[src/rtl/noc_link_pkg.sv]
// Shared types and helpers for the router-to-router credit link.
package noc_link_pkg;

    typedef enum logic [0:0] {
        IDLE = 1'b0,
        BODY = 1'b1
    } tx_state_t;

    // Counter width able to hold every value 0..depth inclusive.
    function automatic int unsigned credit_width(input int unsigned depth);
        return int'($clog2(depth + 1));
    endfunction

endpackage

[src/rtl/noc_credit_tx_if.sv]
// Upstream valid/ready flit port plus the forward send link and backward credit wire.
interface noc_credit_tx_if #(
    parameter int unsigned FLIT_WIDTH = 64,
    parameter int unsigned DEST_WIDTH = 6
);
    logic                  in_valid;
    logic                  in_ready;
    logic [FLIT_WIDTH-1:0] in_data;
    logic [DEST_WIDTH-1:0] in_dest;
    logic                  in_is_tail;
    logic [FLIT_WIDTH-1:0] data_out;
    logic [DEST_WIDTH-1:0] dest_out;
    logic                  is_tail_out;
    logic                  send_out;
    logic                  credit_in;

    // Transmitter side: drives the link and in_ready.
    modport master (
        input  in_valid, in_data, in_dest, in_is_tail, credit_in,
        output in_ready, data_out, dest_out, is_tail_out, send_out
    );

    // Environment side: upstream source and downstream receiver.
    modport slave (
        output in_valid, in_data, in_dest, in_is_tail, credit_in,
        input  in_ready, data_out, dest_out, is_tail_out, send_out
    );
endinterface

[src/rtl/noc_credit_counter.sv]
// Downstream buffer credit counter: decrements on consume, increments on returned
// credit, saturates at DEPTH and flags a sticky error on an excess credit.
module noc_credit_counter #(
    parameter int unsigned DEPTH = 4,
    parameter int unsigned WIDTH = 3
) (
    input  logic             clk,
    input  logic             rst_n,
    input  logic             consume,
    input  logic             credit_in,
    output logic [WIDTH-1:0] count,
    output logic             nonzero,
    output logic             overflow_err
);

    logic [WIDTH-1:0] count_q, count_d;
    logic             nonzero_q, nonzero_d;
    logic             err_q, err_d;

    always_comb begin
        count_d = count_q;
        err_d   = err_q;
        if (consume && !credit_in) begin
            count_d = count_q - WIDTH'(1);
        end else if (credit_in && !consume) begin
            if (count_q == WIDTH'(DEPTH)) begin
                err_d = 1'b1;
            end else begin
                count_d = count_q + WIDTH'(1);
            end
        end
        nonzero_d = (count_d != '0);
    end

    always_ff @(posedge clk) begin
        if (!rst_n) begin
            count_q   <= WIDTH'(DEPTH);
            nonzero_q <= (DEPTH != 0);
            err_q     <= 1'b0;
        end else begin
            count_q   <= count_d;
            nonzero_q <= nonzero_d;
            err_q     <= err_d;
        end
    end

    assign count        = count_q;
    assign nonzero      = nonzero_q;
    assign overflow_err = err_q;

endmodule

[src/rtl/noc_credit_tx.sv]
// Credit-based transmit end of a router link: accepts flits upstream and drives the
// registered send link without overrunning the downstream input buffer.
module noc_credit_tx
    import noc_link_pkg::*;
#(
    parameter int unsigned FLIT_WIDTH        = 64,
    parameter int unsigned DEST_WIDTH        = 6,
    parameter int unsigned FLIT_BUFFER_DEPTH = 4,
    parameter int unsigned CREDIT_WIDTH      = credit_width(FLIT_BUFFER_DEPTH)
) (
    input  logic                    clk_noc,
    input  logic                    rst_n,
    noc_credit_tx_if.master         link,
    output logic [CREDIT_WIDTH-1:0] credits_avail,
    output logic                    pkt_active,
    output logic                    credit_err
);

    typedef struct packed {
        logic [FLIT_WIDTH-1:0] data;
        logic [DEST_WIDTH-1:0] dest;
        logic                  is_tail;
    } flit_t;

    tx_state_t             state_q;
    flit_t                 flit_q;
    logic [DEST_WIDTH-1:0] head_dest_q;
    logic                  send_q;
    logic                  pkt_active_q;
    logic                  ready;
    logic                  fire;

    assign fire = link.in_valid & ready;

    noc_credit_counter #(
        .DEPTH (FLIT_BUFFER_DEPTH),
        .WIDTH (CREDIT_WIDTH)
    ) u_credits (
        .clk          (clk_noc),
        .rst_n        (rst_n),
        .consume      (fire),
        .credit_in    (link.credit_in),
        .count        (credits_avail),
        .nonzero      (ready),
        .overflow_err (credit_err)
    );

    // Body flits reuse the head's destination; in_dest is only meaningful on heads.
    always_ff @(posedge clk_noc) begin
        if (!rst_n) begin
            state_q      <= IDLE;
            pkt_active_q <= 1'b0;
            send_q       <= 1'b0;
            flit_q       <= '0;
            head_dest_q  <= '0;
        end else begin
            send_q <= fire;
            if (fire) begin
                flit_q.data    <= link.in_data;
                flit_q.is_tail <= link.in_is_tail;
                unique case (state_q)
                    IDLE: begin
                        flit_q.dest <= link.in_dest;
                        if (!link.in_is_tail) begin
                            head_dest_q  <= link.in_dest;
                            state_q      <= BODY;
                            pkt_active_q <= 1'b1;
                        end
                    end
                    BODY: begin
                        flit_q.dest <= head_dest_q;
                        if (link.in_is_tail) begin
                            state_q      <= IDLE;
                            pkt_active_q <= 1'b0;
                        end
                    end
                    default: begin
                        state_q      <= IDLE;
                        pkt_active_q <= 1'b0;
                    end
                endcase
            end
        end
    end

    assign link.in_ready    = ready;
    assign link.send_out    = send_q;
    assign link.data_out    = flit_q.data;
    assign link.dest_out    = flit_q.dest;
    assign link.is_tail_out = flit_q.is_tail;
    assign pkt_active       = pkt_active_q;

endmodule

[src/flat_wrapper.sv]
// flat-port wrapper written by rule: the top's interface ports become plain ports
module noc_credit_tx_flat import noc_link_pkg::*;
#(
    parameter int unsigned FLIT_WIDTH        = 64,
    parameter int unsigned DEST_WIDTH        = 6,
    parameter int unsigned FLIT_BUFFER_DEPTH = 4,
    parameter int unsigned CREDIT_WIDTH      = credit_width(FLIT_BUFFER_DEPTH)
)
  (clk_noc, rst_n, credits_avail, pkt_active, credit_err, link_in_valid, link_in_data, link_in_dest, link_in_is_tail, link_credit_in, link_in_ready, link_data_out, link_dest_out, link_is_tail_out, link_send_out);
  noc_credit_tx_if #(.FLIT_WIDTH(FLIT_WIDTH), .DEST_WIDTH(DEST_WIDTH)) link_i ();
  input  logic clk_noc;
  input  logic rst_n;
  output logic [CREDIT_WIDTH-1:0] credits_avail;
  output logic pkt_active;
  output logic credit_err;
  input wire logic [$bits(link_i.in_valid)-1:0] link_in_valid;
  input wire logic [$bits(link_i.in_data)-1:0] link_in_data;
  input wire logic [$bits(link_i.in_dest)-1:0] link_in_dest;
  input wire logic [$bits(link_i.in_is_tail)-1:0] link_in_is_tail;
  input wire logic [$bits(link_i.credit_in)-1:0] link_credit_in;
  output wire logic [$bits(link_i.in_ready)-1:0] link_in_ready;
  output wire logic [$bits(link_i.data_out)-1:0] link_data_out;
  output wire logic [$bits(link_i.dest_out)-1:0] link_dest_out;
  output wire logic [$bits(link_i.is_tail_out)-1:0] link_is_tail_out;
  output wire logic [$bits(link_i.send_out)-1:0] link_send_out;
  assign link_i.in_valid = link_in_valid;
  assign link_i.in_data = link_in_data;
  assign link_i.in_dest = link_in_dest;
  assign link_i.in_is_tail = link_in_is_tail;
  assign link_i.credit_in = link_credit_in;
  assign link_in_ready = link_i.in_ready;
  assign link_data_out = link_i.data_out;
  assign link_dest_out = link_i.dest_out;
  assign link_is_tail_out = link_i.is_tail_out;
  assign link_send_out = link_i.send_out;
  noc_credit_tx #(.FLIT_WIDTH(FLIT_WIDTH), .DEST_WIDTH(DEST_WIDTH), .FLIT_BUFFER_DEPTH(FLIT_BUFFER_DEPTH), .CREDIT_WIDTH(CREDIT_WIDTH)) u_core (.clk_noc(clk_noc), .rst_n(rst_n), .link(link_i), .credits_avail(credits_avail), .pkt_active(pkt_active), .credit_err(credit_err));
endmodule
[config.mk]
export PLATFORM = sky130hd
export DESIGN_NAME = noc_credit_tx_flat
export DESIGN_NICKNAME = d
export VERILOG_FILES = /design/src/rtl/noc_link_pkg.sv /design/src/rtl/noc_credit_tx_if.sv /design/src/rtl/noc_credit_counter.sv /design/src/rtl/noc_credit_tx.sv /design/src/flat_wrapper.sv
export SDC_FILE = /design/constraint.sdc
export NUM_CORES = 1
export LEC_CHECK = 0
export ABC_AREA = 1
export CAP_MARGIN = 20
export CELL_PAD_IN_SITES_DETAIL_PLACEMENT = 1
export CELL_PAD_IN_SITES_GLOBAL_PLACEMENT = 1
export CORE_MARGIN = 3
export CORE_UTILIZATION = 28
export DETAILED_ROUTE_END_ITERATION = 10
export PLACE_DENSITY_LB_ADDON = 0.1
export SLEW_MARGIN = 20
export SYNTH_ARGS = -nofsm -noshare
export SYNTH_HDL_FRONTEND = slang
export SYNTH_SLANG_ARGS = --single-unit
export TNS_END_PERCENT = 30
[constraint.sdc]
create_clock -name clk_noc -period 1.7 [get_ports clk_noc]
set_input_delay 0.34 -clock clk_noc [delete_from_list [all_inputs] [get_ports clk_noc]]
set_output_delay 0.34 -clock clk_noc [all_outputs]
set_load 0.005 [all_outputs]
* Word-level counts from Yosys, hierarchy flattened *
Cells that the tools add are included.

cells by class
  $add $sub $neg = 2
  eq/ne operators = 3
  mux-type cells = 8
  bitwise logic cells = 4
  reduce and logical (&&, ||, !) cells = 8

operator list
  cell                                               count
  one-hot mux 6 bit (2 select lines)                 1
  2-to-1 mux 3 bit                                   3
  AND reduction 3 bit                                3
  != test 2 bit (second input constant)              2
  adder 3 x 1 -> 3 bit (second input constant)       1
  == test 3 bit (second input constant)              1
  2-to-1 mux 1 bit                                   3
  NOT 1 bit                                          3
  nonzero test 3 bit                                 1
  subtractor 3 x 1 -> 3 bit (second input constant)  1
  logical AND 1 bit                                  2
  zero test 1 bit                                    2
  one-hot mux 1 bit (2 select lines)                 1
  AND 1 bit                                          1

storage, ports and cells
  flip-flop bits (word level) = 85
  output and inout bits = 78
  logic and storage cells = 35

* Logic depth before layout (Yosys ltp) *
Gate-level depths: netlist of the first run.

  depth in word-level cells = 6
  gate-level depth with buffers = 8

* Hierarchy *
From an unflattened synthesis of the first run, not the netlist that was laid out.

second synthesis, totals
  cells, all modules = 436
  area total of the unflattened synthesis = 3263.1 sq um

modules (own cells, without submodules)
  module              instances  cells an instance  area an instance (sq um)  sequential area each (sq um)
  noc_credit_tx       1          389                2950.3                    1601.5
  noc_credit_counter  1          47                 312.8                     100.1

* Least setup slack after synthesis of the first run *
OpenSTA, ideal clock, no wires.

  path type = register -> register
  start point = register u_core.state_q
  end point = register u_core.pkt_active_q (netlist: u_core.pkt_active)
  setup time = 0.070 ns
  data arrival time = 1.183 ns
  slack = 0.447 ns
  cell stages (with the launch flop) = 7
  period minus slack after synthesis = 1.253 ns
  cell sequence = dfxtp_1 buf_2 clkinv_1 ha_1 nor2_1 o21ai_0 a21oi_1

between the ends
  longest elaborated chain between the ends = 3

RTL lines
  item                                  line                 RTL
  start, declared                       noc_credit_tx.sv:25  tx_state_t state_q;
  start signal, assigned                noc_credit_tx.sv:51  state_q <= IDLE;
  start signal, assigned                noc_credit_tx.sv:66  state_q <= BODY;
  start signal, assigned                noc_credit_tx.sv:73  state_q <= IDLE;
  NOT 1 bit                             noc_credit_tx.sv:61  unique case (state_q)
  != test 2 bit (no source line)        -
  AND reduction 3 bit (no source line)  -
  end signal, assigned                  noc_credit_tx.sv:67  pkt_active_q <= 1'b1;
  end signal, assigned                  noc_credit_tx.sv:74  pkt_active_q <= 1'b0;
  end signal, assigned                  noc_credit_tx.sv:79  pkt_active_q <= 1'b0;
  end, declared                         noc_credit_tx.sv:29  logic pkt_active_q;

Parallel ways exist; a longest one is shown, timed or not.
A chain may end at the register's enable or synchronous reset.

* Worst setup path after layout of the first run *
  start point = register u_core.u_credits.count_q[2] (netlist: u_core.u_credits.count[2])
  end point = output port credits_avail[2]

RTL lines
  item                    line                      RTL
  start, declared         noc_credit_counter.sv:16  logic [WIDTH-1:0] count_q, count_d;
  start signal, assigned  noc_credit_counter.sv:37  count_q <= WIDTH'(DEPTH);
  start signal, assigned  noc_credit_counter.sv:41  count_q <= count_d;
  end, declared           flat_wrapper.sv:13        output logic [CREDIT_WIDTH-1:0] credits_avail;

No word-level cell between the ends.

==> metrics.cfg, run 1 <==
[run_status]
status = finished clean

[critical_path]
max_stage_delay_ns = 0.53
cp-end-kind = output port
worst-path-buf-inv = 1
critPathRequiredTime_ns = 1.36
crit_chain = clkdlybuf4s50_1
cp_max_fo = 4
worst_path_max_delay_cell = clkdlybuf4s50_1
start_kind = flip-flop
timing.critical_path.max_delay_family = buffers and inverters
critPathKind = flip-flop to output port
cp.arrival_ns = 1.25

[detailed_routing]
dr.first_iter.drc_count = 105
detail-route-antenna-nets = 0
post_drt_wl_per_cell_um = 14.5
first_pass_iters = 4
wirelength_um = 10100
vias = 3185
viasPerCell = 4.56
drc_errors = 0

[sta]
post-route-min-period_ns = 1.59
post-route-period-util_pct = 93.6
worstMarginPinSlew_ns = 0.395
slew_headroom_pct = 73.7
clock-skew-final_ns = 0.00414
rsz0062_at_grt = false
finalSetupViolations = 0
finalMaxSlewViolations = 0
hold_violations = 0
finalSetupTns_ns = 0
fmax_mhz = 629

[pwr]
p_total_uw = 5420
cellPowerDensity_mw_per_mm2 = 1050
leakagePower_uw = 0.00212
vdd_drop_max_v = 0.000385

[clocking]
cts_sinks = 85
tritoncts = built
htreeDepth = 3
cts_made_buffers = 9
clk_pin_slew_ns = 0.06
insertion_delay_ns = 0.33
hold_buffers = 0
cts_buffer_depth = 2
cts.repair.resized = 0
ctsRootBufferMaster = clkbuf_16
cts_setup_buffers = 0

[logic_synthesis]
ys_ff_latch = 85
synth_cells = 405
ys_warn_count = 0
synth_most_common_cell = nor2_1
yosys-top-cells-area = dfxtp_1 (53%), nor2_1 (16%), o21ai_0 (10%), nand2_1 (3.6%), nand3_1 (2.5%)
syn_area_per_cell_sq_um = 7.96
synthDistinctLibCells = 23
syn-num-nets = 484
ys_top_cells_by_count = nor2_1 (138), dfxtp_1 (85), o21ai_0 (66)
synth-main-ff-cell = dfxtp_1
ys_async_sr_fraction_pct = 0
seq_area_frac_synth_pct = 52.8
synth_edf_count = 0
yosysTopAreaCell = dfxtp_1
yosys.area.top_type_share_pct = 52.8
synthesis.area_sq_mm = 0.00322

[finish]
diodes = 0
postLayoutCellArea_sq_mm = 0.00517
final.fill_count = 1324
area_delta_synth_final_pct = 60.5
multi_input_area_sq_mm = 0.00127
stdcell_count = 698
regArea_sq_mm = 0.00170
finalNetCount = 632
drive_gt1_share_pct = 6.81

[place]
dp.cells = 682
place_congestion = 0.794
place_area_sq_mm = 0.00486
portBuffers = 152
hpwl_um = 7380

[global_routing]
grt_pass1_vias = 3260
antenna_found_initial = 0
grt_max_degree = 43
overflow = 0
grt_use_total_pct = 15.7
grt_pass1_wl_um = 16000

[floorplan]
die-area_sq_mm = 0.0128
core_sq_mm = 0.0110
start_util_pct = 29.2
row_count = 38
dieHeight_um = 113
ioPinCount = 153
die_x_um = 113

[hold_path]
hold_path.class = input port to flip-flop

[job]
cap_violations = 0

placed cells by master (no fill, tap or decap), drive strengths merged:
cell type      instances
bufinv                 1
nand2                 33
nor2                 138
a211oi                 1
a21oi                 10
o211ai                 6
clkbuf                11
clkdlybuf4s50        151
inv                   16
clkinvlp               2
o21ai                 66
dfxtp                 85
buf                   12
ha                     4
nand3                 17
or2                    1
xnor2                  1
clkinv                 3
flip-flops by register name (all words and copies together), names as in the netlist:
signal / cells
u_core.pkt_active: 1
u_core.u_credits.overflow_err: 1
u_core.u_credits.nonzero: 1
u_core.link.dest_out: 6
u_core.link.send_out: 1
u_core.u_credits.count: 3
u_core.state_q: 1
u_core.head_dest_q: 6
u_core.link.is_tail_out: 1
u_core.link.data_out: 64
final cells by class:
| cell class | count | area share (%) |
|---|---|---|
| inverter | 17 | 1.23 |
| clock buffer | 11 | 4.89 |
| tap | 140 | 3.39 |
| multi-input combinational | 277 | 24.6 |
| timing repair buffer | 163 | 31.9 |
| clock inverter | 5 | 1.14 |
| sequential | 85 | 32.9 |
per-layer routing:
layer	track usage, %	vias up	part of all wire, %
met1	18.7	1495	44
met3	3.90	11	5.7
li1	-	1591	-
met5	0	-	0
met2	27.2	88	49
met4	5.77	0	1.5
per-stage QoR:
step,utilization [%],worst slack [ns],hold WS [ns]
2_1_floorplan,-,0.447,0.440
3_3_place_gp,44.1,0.0723,0.449
3_5_place_dp,44.1,0.0226,0.457
4_1_cts,46.9,0.0773,0.381
5_1_grt,46.9,0.0437,0.413
6_report,46.9,0.110,0.394
path summary, 6_finish.rpt:
check	endpoint	slack [ns]	depth (start not counted)	from
hold reg to reg	u_core.head_dest_q[3]	0.47	2	u_core.head_dest_q[3]
hold / removal	u_core.link.data_out[11]	0.39	3	rst_n
setup reg to reg	u_core.head_dest_q[5]	0.27	5	u_core.state_q
setup / recovery	credits_avail[2]	0.11	1	u_core.u_credits.count[2]
report_power, final:
| part | switching, uW | internal (uW) |
|---|---|---|
| registers | 104 | 2180 |
| logic | 490 | 642 |
| clock network | 786 | 1220 |
| total | 1380 | 4040 |
logic make-up after synthesis:
group           Yosys count  synth area share [%]
compound gates           83                  14.4
buf+inv                  43                  7.77
fa+ha+maj                 4                  1.55
flops                    85                  52.8
xor+xnor                  1                 0.272
simple gates            189                  23.2
Power figures use the tool's default switching activity.
==> inputs of run 2 (changes only) <==
--- a/config.mk
+++ b/config.mk
@@ -13,7 +13,6 @@
 export CORE_UTILIZATION = 28
 export DETAILED_ROUTE_END_ITERATION = 10
 export PLACE_DENSITY_LB_ADDON = 0.1
-export SLEW_MARGIN = 20
 export SYNTH_ARGS = -nofsm -noshare
 export SYNTH_HDL_FRONTEND = slang
 export SYNTH_SLANG_ARGS = --single-unit
==> results of run 2 <==
Same layout as run 1: the final DEF is identical, and so are final timing and power.
==> inputs of run 3 (changes only) <==
--- a/config.mk
+++ b/config.mk
@@ -12,7 +12,7 @@
 export CORE_MARGIN = 3
 export CORE_UTILIZATION = 28
 export DETAILED_ROUTE_END_ITERATION = 10
-export PLACE_DENSITY_LB_ADDON = 0.1
+export PLACE_DENSITY_LB_ADDON = 0.3
 export SYNTH_ARGS = -nofsm -noshare
 export SYNTH_HDL_FRONTEND = slang
 export SYNTH_SLANG_ARGS = --single-unit
==> run 3 against run 2 <==
Effect of this change: utilization decreased by 0.48 points; worst setup slack got worse by 0.013 ns; combinational power about the same; register-to-register slack improved by 0.03 ns; total power decreased by 4.7%; sequential cell count unchanged; die area unchanged; sequential share of layout area increased by 0.34 points; cell area decreased by 1.0%; clock-buffer cell count decreased by 1; critical path type unchanged.
==> metrics.cfg, run 3 (synthesis results as in run 1) <==
[detailed_routing]
detail-route-antenna-nets = 0  ; unchanged
viasPerCell = 4.52  ; -0.97%
first_pass_iters = 4  ; unchanged
vias = 3136  ; -1.5%
wirelength_um = 10100  ; -0.13%
drc_errors = 0  ; unchanged
dr.first_iter.drc_count = 199  ; +90%
post_drt_wl_per_cell_um = 14.6  ; +0.45%

[pwr]
p_total_uw = 5170  ; -4.7%
vdd_drop_max_v = 0.000504  ; +31%
cellPowerDensity_mw_per_mm2 = 1010  ; -3.7%
leakagePower_uw = 0.00211  ; -0.86%

[global_routing]
grt_use_total_pct = 15.7  ; about the same
grt_max_degree = 54  ; +26%
grt_pass1_vias = 3256  ; -0.12%
antenna_found_initial = 0  ; unchanged
overflow = 0  ; unchanged
grt_pass1_wl_um = 16100  ; +0.91%

[sta]
clock-skew-final_ns = 0.00543  ; +0.00129 ns
finalSetupTns_ns = 0  ; unchanged
hold_violations = 0  ; unchanged
finalMaxSlewViolations = 0  ; unchanged
fin_hold_ws_ns = 0.356  ; -0.0386 ns
finalSetupViolations = 0  ; unchanged
slew_headroom_pct = 73.1  ; -0.56 points
worstMarginPinSlew_ns = 0.403  ; +0.00841 ns
post-route-period-util_pct = 94.3  ; +0.75 points
fmax_mhz = 624  ; -0.79%
post-route-min-period_ns = 1.60  ; +0.0127 ns
rsz0062_at_grt = false

[clocking]
cts_made_buffers = 9  ; unchanged
htreeDepth = 3  ; unchanged
clk_pin_slew_ns = 0.06  ; about the same
insertion_delay_ns = 0.33  ; about the same
cts_sinks = 85  ; unchanged
ctsRootBufferMaster = clkbuf_16
cts_buffer_depth = 2  ; unchanged
cts_setup_buffers = 0  ; unchanged
tritoncts = built
hold_buffers = 0  ; unchanged
cts.repair.resized = 0  ; unchanged

[floorplan]
row_count = 38  ; unchanged
core_sq_mm = 0.0110  ; unchanged
dieHeight_um = 113  ; unchanged
ioPinCount = 153  ; unchanged
die-area_sq_mm = 0.0128  ; unchanged
die_x_um = 113  ; unchanged
start_util_pct = 29.2  ; unchanged

[critical_path]
start_kind = flip-flop
cp.arrival_ns = 1.26  ; about the same
crit_chain = clkdlybuf4s50_1
worst-path-buf-inv = 1  ; unchanged
cp_max_fo = 4  ; unchanged
startpoint = u_core.u_credits.count[1]
cp-end-kind = output port
rr_startpoint = u_core.u_credits.count[0]
worst_path_max_delay_cell = clkdlybuf4s50_1
critPathRequiredTime_ns = 1.36  ; about the same
timing.critical_path.max_delay_family = buffers and inverters
critPathKind = flip-flop to output port
max_stage_delay_ns = 0.53  ; about the same

[finish]
area_delta_synth_final_pct = 58.9
postLayoutCellArea_sq_mm = 0.00512  ; -1.0%
layout_common_cells = clkdlybuf4s50_1 (151), nor2_1 (138), dfxtp_1 (85)
diodes = 0  ; unchanged
drive_gt1_share_pct = 6.14  ; -0.67 points
finalNetCount = 631  ; -0.16%
final_common_cell = clkdlybuf4s50_1
largest_reg_flops = 64  ; unchanged

[place]
place_congestion = 0.761  ; -4.2%
place_area_sq_mm = 0.00486  ; +0.10%
portBuffers = 152  ; unchanged
hpwl_um = 7460  ; +1.1%

[hold_path]
hold_path.class = input port to flip-flop
hp-start = rst_n

[run_status]
status = finished clean

[job]
cap_violations = 0  ; unchanged

[run 3: cell type report]
cell class / count / area, sq um
inverters: 17 / 63.8
flip-flops and latches: 85 / 1700
well taps: 140 / 175
repair buffers: 162 / 1650
clock buffers: 10 / 239
multi-input cells: 277 / 1270
fillers: 1340 / 5910
clock inverters: 3 / 15.0
[run 3: layer usage]
metal	part of all wire, %	up-vias	GRT usage [%]
met5	0	-	0
met4	0.77	0	4.81
met3	6.3	6	4.49
met2	51	92	27.6
met1	42	1453	18.4
li1	-	1585	-
[run 3: stage by stage]
step	worst slack (ns)	utilization, %	cells
floorplan	0.447	-	405
global placement	0.0668	44.1	681
detailed placement	0.0101	44.1	681
global route	0.0334	46.4	694
finish	0.0969	46.4	694
CTS	0.0775	46.4	694
[run 3: worst register-to-register path, stage by stage (launching register included)]
cell and delay, ns:
dfxtp_1 0.38, inv_1 0.10, ha_1 0.22, or2_0 0.22, nor2_1 0.10, nor2_1 0.06
nor2_1 0.15, nand2_1 0.07
[run 3: final timing paths]
path	end	slack, ns	depth (start not counted)
setup / recovery	credits_avail[1]	0.1	1
hold / removal	u_core.link.data_out[46]	0.36	3
setup reg to reg	u_core.u_credits.nonzero	0.30	7
hold reg to reg	u_core.head_dest_q[1]	0.47	2
[run 3: power breakdown]
group | switching [uW] | leakage (uW) | total [uW] | internal [uW]
Sequential | 110 | 0.000705 | 2290 | 2180
Combinational | 489 | 0.00127 | 1130 | 645
Clock | 745 | 0.000130 | 1740 | 997
